<file path="config.mk">
export PLATFORM = sky130hd
export DESIGN_NAME = nibble_serial_adder
export DESIGN_NICKNAME = d
export VERILOG_FILES = /design/src/rtl/seradd_pkg.sv /design/src/rtl/rca4.sv /design/src/rtl/nibble_serial_adder.sv
export SDC_FILE = /design/constraint.sdc
export NUM_CORES = 1
export LEC_CHECK = 0
export ABC_AREA = 1
export BUFFER_PORTS_ARGS = -buffer_cell sky130_fd_sc_hd__buf_2
export CAP_MARGIN = 0
export CORE_ASPECT_RATIO = 0.8
export CORE_MARGIN = 1.5
export CORE_UTILIZATION = 30
export DETAILED_ROUTE_END_ITERATION = 12
export GPL_TIMING_DRIVEN = 0
export PLACE_DENSITY_LB_ADDON = 0.08
export SYNTH_ARGS = -nofsm -noshare
export SYNTH_HDL_FRONTEND = slang
export SYNTH_HIERARCHICAL = 1
export SYNTH_SLANG_ARGS = --single-unit
</file>
<file path="constraint.sdc">
create_clock -name clk -period 3.2 [get_ports clk]
set_input_delay 0.64 -clock clk [delete_from_list [all_inputs] [get_ports clk]]
set_output_delay 0.64 -clock clk [all_outputs]
set_load 0.05 [all_outputs]
</file>
<file path="src/rtl/seradd_pkg.sv">
// Shared definitions for the nibble-serial adder: cell width, FSM states and
// the nibble index counter width.
package seradd_pkg;

    localparam int NIB_W = 4;

    typedef enum logic [1:0] {
        IDLE,
        RUN,
        DONE
    } seradd_state_t;

    // Index counter width; a single-nibble adder still needs one bit.
    function automatic int cnt_width(input int nibbles);
        return (nibbles <= 1) ? 1 : $clog2(nibbles);
    endfunction

endpackage

</file>
<file path="src/rtl/rca4.sv">
// Combinational 4-bit ripple-carry adder cell built from per-bit
// generate/propagate terms.
module rca4 (
    input  logic [3:0] a,
    input  logic [3:0] b,
    input  logic       ci,
    output logic [3:0] s,
    output logic       co
);

    logic [3:0] g;
    logic [3:0] p;
    logic       c;

    assign g = a & b;
    assign p = a ^ b;

    always_comb begin
        c = ci;
        s = '0;
        for (int unsigned i = 0; i < 4; i++) begin
            s[i] = p[i] ^ c;
            c    = g[i] | (p[i] & c);
        end
        co = c;
    end

endmodule

</file>
<file path="src/rtl/nibble_serial_adder.sv">
// Wide adder that sequences operands one nibble per clock through a single rca4.
// Define SERADD_SUB_EN to add the sub port (a - b via inverted b and carry-in 1).
module nibble_serial_adder
    import seradd_pkg::*;
#(
    parameter int NIBBLES = 4
) (
    input  logic                     clk,
    input  logic                     rst_n,
    input  logic                     in_valid,
    output logic                     in_ready,
    input  logic [NIB_W*NIBBLES-1:0] a,
    input  logic [NIB_W*NIBBLES-1:0] b,
    input  logic                     cin,
`ifdef SERADD_SUB_EN
    input  logic                     sub,
`endif
    output logic                     out_valid,
    input  logic                     out_ready,
    output logic [NIB_W*NIBBLES-1:0] sum,
    output logic                     cout,
    output logic                     busy
);

    localparam int W     = NIB_W * NIBBLES;
    localparam int CNT_W = cnt_width(NIBBLES);

    seradd_state_t    state_r, state_nxt;
    logic [CNT_W-1:0] idx_r;
    logic [W-1:0]     a_r;
    logic [W-1:0]     b_r;
    logic [W-1:0]     sum_r;
    logic             carry_r;
    logic             cout_r;
    logic             last_nib;

    logic [NIB_W-1:0] a_nib;
    logic [NIB_W-1:0] b_nib;
    logic [NIB_W-1:0] b_cell;
    logic [NIB_W-1:0] cell_s;
    logic             cell_co;
    logic             carry_init;

`ifdef SERADD_SUB_EN
    logic sub_r;
    assign b_cell     = b_nib ^ {NIB_W{sub_r}};
    assign carry_init = sub ? 1'b1 : cin;
`else
    assign b_cell     = b_nib;
    assign carry_init = cin;
`endif

    assign last_nib  = (idx_r == CNT_W'(NIBBLES - 1));
    assign in_ready  = (state_r == IDLE);
    assign out_valid = (state_r == DONE);
    assign busy      = (state_r != IDLE);
    assign sum       = sum_r;
    assign cout      = cout_r;

    always_comb begin
        a_nib = '0;
        b_nib = '0;
        for (int unsigned i = 0; i < NIBBLES; i++) begin
            if (idx_r == CNT_W'(i)) begin
                a_nib = a_r[i*NIB_W +: NIB_W];
                b_nib = b_r[i*NIB_W +: NIB_W];
            end
        end
    end

    rca4 u_cell (
        .a  (a_nib),
        .b  (b_cell),
        .ci (carry_r),
        .s  (cell_s),
        .co (cell_co)
    );

    always_comb begin
        state_nxt = state_r;
        case (state_r)
            IDLE:    if (in_valid)  state_nxt = RUN;
            RUN:     if (last_nib)  state_nxt = DONE;
            DONE:    if (out_ready) state_nxt = IDLE;
            default: state_nxt = IDLE;
        endcase
    end

    always_ff @(posedge clk or negedge rst_n) begin
        if (!rst_n) state_r <= IDLE;
        else        state_r <= state_nxt;
    end

    always_ff @(posedge clk or negedge rst_n) begin
        if (!rst_n) begin
            idx_r   <= '0;
            a_r     <= '0;
            b_r     <= '0;
            sum_r   <= '0;
            carry_r <= 1'b0;
            cout_r  <= 1'b0;
`ifdef SERADD_SUB_EN
            sub_r   <= 1'b0;
`endif
        end else begin
            case (state_r)
                IDLE: begin
                    if (in_valid) begin
                        a_r     <= a;
                        b_r     <= b;
                        idx_r   <= '0;
                        carry_r <= carry_init;
`ifdef SERADD_SUB_EN
                        sub_r   <= sub;
`endif
                    end
                end
                RUN: begin
                    for (int unsigned i = 0; i < NIBBLES; i++) begin
                        if (idx_r == CNT_W'(i)) sum_r[i*NIB_W +: NIB_W] <= cell_s;
                    end
                    carry_r <= cell_co;
                    // Index holds on the last nibble so it never exceeds NIBBLES-1.
                    if (last_nib) cout_r <= cell_co;
                    else          idx_r  <= idx_r + 1'b1;
                end
                default: ;
            endcase
        end
    end

endmodule

</file>
==> flow_metrics.py, run 1 <==
metrics = {
    "clock_tree": {
        "clock_latency_ps": 310,
        "clk_transition_reported_paths_ps": 100,
        "count_of_hold_fix_buffers_inserted_at_cts": 0,
        "clock_tree.htree_level_count": 2,
        "clock-sinks": 54,
        "cts-buffers-inserted": 5,
        "clockRootBuffer": "clkbuf_8",
        "tritoncts": "done",
        "clock_path_buffers": 2,
    },
    "placed_design": {
        "gp_congestion": 0.780,
        "dp_hpwl_um": 4730,
        "place_worst_setup_slack_ps": -158,
        "placement.cell_area_sq_mm": 0.00309,
        "place.port_buffers": 55,
    },
    "die": {
        "initial_core_util_pct": 31.3,
        "design.portCount": 57,
        "core_area_sq_mm": 0.00856,
        "design.die.area_sq_mm": 0.00950,
        "die_width_um": 109,
        "row_count": 30,
        "dieHeight_um": 87.5,
    },
    "power_and_ir_drop": {
        "power_per_cell_area_mw_per_mm2": 1240,
        "clockPowerShare_pct": 11.6,
        "power_frac_comb_pct": 59.1,
        "net-switching-power_mw": 2.11,
        "swShare_pct": 51.7,
        "worst_ir_drop_vdd_uv": 369,
        "power.internal_mw": 1.97,
        "power_leakage_nw": 1.83,
        "sequentialPowerShare_pct": 29.3,
    },
    "routing": {
        "drtIter0Drc": 87,
        "num_vias": 2236,
        "detail_route.wirelength_um": 6550,
        "drt_pre_antenna_iters": 6,
        "avgRoutedWirePerCell_um": 13.1,
        "drc": 0,
        "drt.antenna.violating_nets": 0,
        "routed_via_density": 4.45,
    },
    "setup_path": {
        "critical_path_required_ps": 3410,
        "start_kind": "flop",
        "worstSetupPathType": "reg -> reg",
        "worst_ep_arrival_time_ps": 3240,
        "critical_path.endpoint_type": "flop",
        "r2r_slack_ps": 170,
        "critical_path_peak_fanout": 9,
    },
    "layout": {
        "area.growth.synth_to_final_pct": 23.0,
        "insertedDiodeCount": 0,
        "final_common_cell": "nand2_1",
        "post_route_cells_drive_above_1_share_pct": 27.2,
        "area_of_all_placed_cells_without_fillers_sq_mm": 0.00329,
        "final_cell_mix": "nand2_1, buf_2, dfrtp_1",
        "nets": 434,
    },
    "job": {
        "max_capacitance_violation_count": 0,
    },
    "timing": {
        "timing.max_slew.rel_slack_pct": 52.0,
        "grt_setup_unrepaired": "no",
        "final_max_slew_viol_count": 0,
        "tightest_slew_ps": 721,
        "fmax_mhz": 330,
        "final_period_minus_worst_setup_slack_ps": 3030,
        "timing_hold_violations_final": 0,
        "post-route-worst-setup-slack_ps": 173,
        "worst_clock_skew_ps": 7.18,
        "setup_viol": 0,
        "period_share_pct": 94.6,
    },
    "grt": {
        "grt_resource_usage_total_pct": 15.4,
        "grt_antenna_before_repair": 0,
        "largest_net_degree_at_the_start_of_global_routing": 55,
        "globalRouteOverflowTotal": 0,
        "grt_pass1_wl_um": 10900,
        "first_global_vias": 2140,
    },
    "synthesis": {
        "synthesis.nets": 366,
        "ys_seq_elements": 54,
        "post_synth_num_cell_types": 18,
        "synth.cell_area_sq_mm": 0.00268,
        "synthesis.instances": 321,
        "synth_sequential_area_ratio_pct": 50.5,
        "post_synth.cell_area_avg_sq_um": 8.34,
        "yosys_synthesis_warning_count": 6,
    },
    "outcome": {
        "run_status": "finished clean",
    },
    "min_path": {
        "min-delay-path-class": "in -> async",
    },
}
==> power by group through the flow <==
stage	sequential [mW]	combinational, mW	clock, mW
detailed placement	1.21	2.31	0
global placement	1.21	2.28	0
finish	1.20	2.41	0.474
floorplan	1.50	1.40	0
global route	1.24	2.71	0.529
CTS	1.20	2.34	0.491
==> layer usage <==
layer | GRT usage (%) | wire length (um) | vias to the layer above
met3 | 3.14 | 285 | 10
met4 | 5.14 | 99 | 0
met2 | 22.4 | 2770 | 48
met5 | 0 | 0 | -
met1 | 22.7 | 3400 | 1033
li1 | - | - | 1145
==> Yosys cell counts <==
library cell,count,area [sq um]
buf_6,3,33.8
ha_1,4,50.1
buf_2,8,40.0
inv_1,29,109
nor2_1,1,3.75
dfrtp_1,54,1350
nand2_1,126,473
nor2_4,1,11.3
nand3_1,46,230
inv_2,1,3.75
o21ai_2,8,70.1
clkbuf_1,5,18.8
fa_1,4,80.1
nand4_1,1,6.26
o21ai_1,8,40.0
nor2_8,1,20.0
nand2_4,5,56.3
a21oi_1,16,80.1
==> final timing paths <==
| path | startpoint | depth (start not counted) | endpoint |
|---|---|---|---|
| max in group asynchronous | rst_n | 1 | b_r[10] |
| min in group clk | cout | 2 | cout |
| worst min-delay path | rst_n | 1 | a_r[1] |
| worst min register to register | cout | 2 | cout |
| worst max register to register | idx_r[1] | 17 | sum[11] |
| worst max-delay path | idx_r[1] | 17 | sum[11] |
==> through the flow <==
| step | total power [mW] | setup TNS, ps | hold slack (ps) | utilization, % | instances |
|---|---|---|---|---|---|
| after floorplan | 2.91 | 0 | 344 | - | 321 |
| after global placement | 3.49 | -345 | 450 | 36.1 | 488 |
| after detailed placement | 3.52 | -554 | 458 | 36.1 | 488 |
| after CTS | 4.03 | 0 | 485 | 37.6 | 495 |
| after global routing | 4.48 | 0 | 421 | 38.5 | 502 |
| final | 4.08 | 0 | 349 | 38.5 | 502 |
==> layout make-up <==
class	instances	area [sq um]
fillers	915	5270
flip-flops and latches	54	1350
multi-input cells	221	1130
repair buffers	62	330
well taps	112	140
plain buffers	15	115
inverters	30	113
clock buffers	5	68.8
clock inverters	3	45.0
==> timing repair <==
item / in CTS / in global routing
pin swaps: 0 / 1
resized for setup: 6 / 12
setup buffers: 0 / 7
setup endpoints to repair: 4 / 6
==> worst max-delay path, stage by stage, from the launching register on <==
cell	delay (ps)
dfrtp_1	410
buf_4	150
ha_1	180
buf_6	140
buf_8	140
a21oi_1	140
nand2_1	90
nand2_1	90
inv_2	40
fa_1	370
inv_1	70
fa_2	190
fa_1	150
inv_1	50
fa_1	470
inv_1	50
inv_2	110
o21ai_1	80
==> logic make-up (layout without fill, tap and decap cells) <==
kind of cell / after synthesis / after routing / share of synthesized area (%)
adder cells (fa/ha/maj): 8 / 8 / 4.86
AO/OA/AOI/OAI: 32 / 32 / 7.10
flip-flops: 54 / 54 / 50.5
AND/OR/NAND/NOR: 181 / 181 / 29.9
buffers and inverters: 46 / 115 / 7.66
==> state kept, by name (all words and copies together) (netlist names) <==
| register | count |
|---|---|
| idx_r | 2 |
| b_r | 16 |
| state_r | 2 |
| carry_r | 1 |
| sum | 16 |
| cout | 1 |
| a_r | 16 |
(Power assumes the default switching activity.)
==> inputs of run 2 (changes only) <==
--- a/config.mk
+++ b/config.mk
@@ -6,12 +6,12 @@
 export NUM_CORES = 1
 export LEC_CHECK = 0
 export ABC_AREA = 1
-export BUFFER_PORTS_ARGS = -buffer_cell sky130_fd_sc_hd__buf_2
 export CAP_MARGIN = 0
 export CORE_ASPECT_RATIO = 0.8
 export CORE_MARGIN = 1.5
 export CORE_UTILIZATION = 30
 export DETAILED_ROUTE_END_ITERATION = 12
+export DONT_BUFFER_PORTS = 1
 export GPL_TIMING_DRIVEN = 0
 export PLACE_DENSITY_LB_ADDON = 0.08
 export SYNTH_ARGS = -nofsm -noshare
==> flow_metrics.py, run 2 (same netlist as run 1, synthesis figures left out) <==
metrics = {
    "outcome": {
        "run_status": "finished clean",
    },
    "layout": {
        "fillcell_total": 946,
        "multi_input_area_sq_mm": 0.00114,
        "post_route_cells_drive_above_1_share_pct": 14.8,
        "area.growth.synth_to_final_pct": 13.7,
        "final_common_cell": "nand2_1",
        "insertedDiodeCount": 0,
        "final_cell_mix": "nand2_1, dfrtp_1, nand3_1",
        "nets": 381,
        "final-instance-count-excl-fill": 449,
        "sequential_cell_area_sq_mm": 0.00135,
    },
    "grt": {
        "globalRouteOverflowTotal": 0,
        "grt_antenna_before_repair": 0,
        "grt_pass1_wl_um": 10600,
        "first_global_vias": 2056,
        "grt_resource_usage_total_pct": 15.0,
        "largest_net_degree_at_the_start_of_global_routing": 55,
    },
    "routing": {
        "drt_pre_antenna_iters": 4,
        "drtIter0Drc": 74,
        "drt.antenna.violating_nets": 0,
        "num_vias": 2044,
        "routed_via_density": 4.55,
        "avgRoutedWirePerCell_um": 15.2,
        "drc": 0,
        "detail_route.wirelength_um": 6830,
    },
    "clock_tree": {
        "clockRootBuffer": "clkbuf_8",
        "cts-buffers-inserted": 5,
        "clk_transition_reported_paths_ps": 100,
        "tritoncts": "done",
        "clock_path_buffers": 2,
        "clock_tree.htree_level_count": 2,
        "clock_latency_ps": 310,
        "clock-sinks": 54,
    },
    "power_and_ir_drop": {
        "power_leakage_nw": 1.61,
        "power_per_cell_area_mw_per_mm2": 1280,
        "worst_ir_drop_vdd_uv": 393,
    },
    "job": {
        "max_capacitance_violation_count": 0,
    },
    "die": {
        "design.die.area_sq_mm": 0.00950,
        "core_area_sq_mm": 0.00856,
        "initial_core_util_pct": 31.3,
        "die_width_um": 109,
        "row_count": 30,
        "dieHeight_um": 87.5,
        "design.portCount": 57,
    },
    "timing": {
        "final_period_minus_worst_setup_slack_ps": 3030,
        "fmax_mhz": 330,
        "period_share_pct": 94.6,
        "timing_hold_violations_final": 0,
        "final_max_slew_viol_count": 0,
        "holdWs_ps": 19.6,
        "timing.max_slew.rel_slack_pct": 36.2,
        "worst_clock_skew_ps": 5.79,
        "tightest_slew_ps": 954,
        "setup_viol": 0,
        "fin_tns_setup_ps": 0,
    },
    "setup_path": {
        "start_kind": "flop",
        "library_cell_contributing_the_largest_single_delay_on_the_critical_path": "dfrtp_2",
        "worst_ep_arrival_time_ps": 3270,
        "worstSetupPathType": "reg -> reg",
        "library_cell_appearing_most_often_on_the_critical_path": "inv_1",
        "critical_path_peak_fanout": 8,
        "critical_path_required_ps": 3440,
        "critical_path.max_stage_delay_ps": 460,
        "critical_path.cell_chain": "inv_2, ha_2, buf_6, buf_8, a21oi_1, nand2_1, nand2_1, inv_1, fa_1, inv_1, fa_1, fa_2, inv_1, fa_1, inv_1, inv_2, o21ai_1",
        "critical_path.endpoint_type": "flop",
    },
    "placed_design": {
        "dp_hpwl_um": 4720,
        "count_of_placed_standard_cells_including_taps": 433,
        "gp_congestion": 0.773,
        "place.port_buffers": 0,
    },
    "min_path": {
        "min-delay-path-class": "in -> async",
    },
}
==> run 2: changes by cell type in the layout (fill, tap and decap cells not counted), sizes merged <==
| cell | delta |
|---|---|
| buf | -54 |
| clkinvlp | -2 |
| dlygate4sd3 | +2 |
| bufinv | -1 |
| clkbuf | +1 |
| clkinv | +1 |
==> run 2: metrics by stage <==
stage | cell area, sq um | worst slack, ps | utilization (%) | power [mW]
CTS | 2940 | 12.9 | 34.3 | 3.84
global placement | 2820 | -102 | 32.9 | 3.37
detailed placement | 2820 | -149 | 32.9 | 3.40
floorplan | 2680 | 274 | - | 2.91
finish | 3050 | 172 | 35.6 | 3.91
global route | 3050 | -11.1 | 35.6 | 4.28
==> run 2: where the power goes <==
part           leakage, nW  switching [mW]  internal, mW  total (mW)
Clock               0.0482           0.229         0.176       0.405
Sequential           0.674           0.553          1.00        1.56
Combinational        0.889            1.30         0.641        1.95
Total                 1.61            2.09          1.82        3.91
==> run 2: final timing paths <==
path / start / slack (ps) / endpoint / depth (start not counted)
setup / recovery: idx_r[0] / 170 / sum[3] / 17
hold / removal: rst_n / 20 / sum[2] / 0
setup reg to reg: idx_r[0] / 170 / sum[3] / 17
hold reg to reg: a_r[11] / 480 / a_r[11] / 2
max in group asynchronous: rst_n / 2550 / a_r[1] / 1
min in group clk: a[9] / 460 / a_r[9] / 2
==> run 2: worst max-delay path: cells and delay by family (launching register included) <==
kind            cells  cell delay [ps]
compound gates      2              190
buf+inv             8              700
fa+ha+maj           5             1460
flops               1              460
simple gates        2              150
==> run 2: cell type report <==
class | instances | share of cell area, %
plain buffers | 15 | 3.78
clock buffers | 7 | 2.83
clock inverters | 1 | 0.164
inverters | 30 | 3.78
multi-input cells | 221 | 37.5
flip-flops and latches | 54 | 44.4
well taps | 112 | 4.60
repair buffers | 9 | 2.96
==> run 2: what timing repair did <==
action	CTS	global route
endpoints found under the hold margin	1	37
gates resized for setup	6	15
setup buffers	0	5
hold buffers	2	1
setup endpoints to repair	4	6
cloned	0	1
==> run 2: per-layer routing <==
layer | up-vias | global-route usage [%] | part of all wire (%)
met5 | - | 0 | 0
li1 | 1038 | - | -
met2 | 43 | 21.8 | 43
met4 | 0 | 4.43 | 1.0
met1 | 957 | 22.4 | 51
met3 | 6 | 2.99 | 4.1
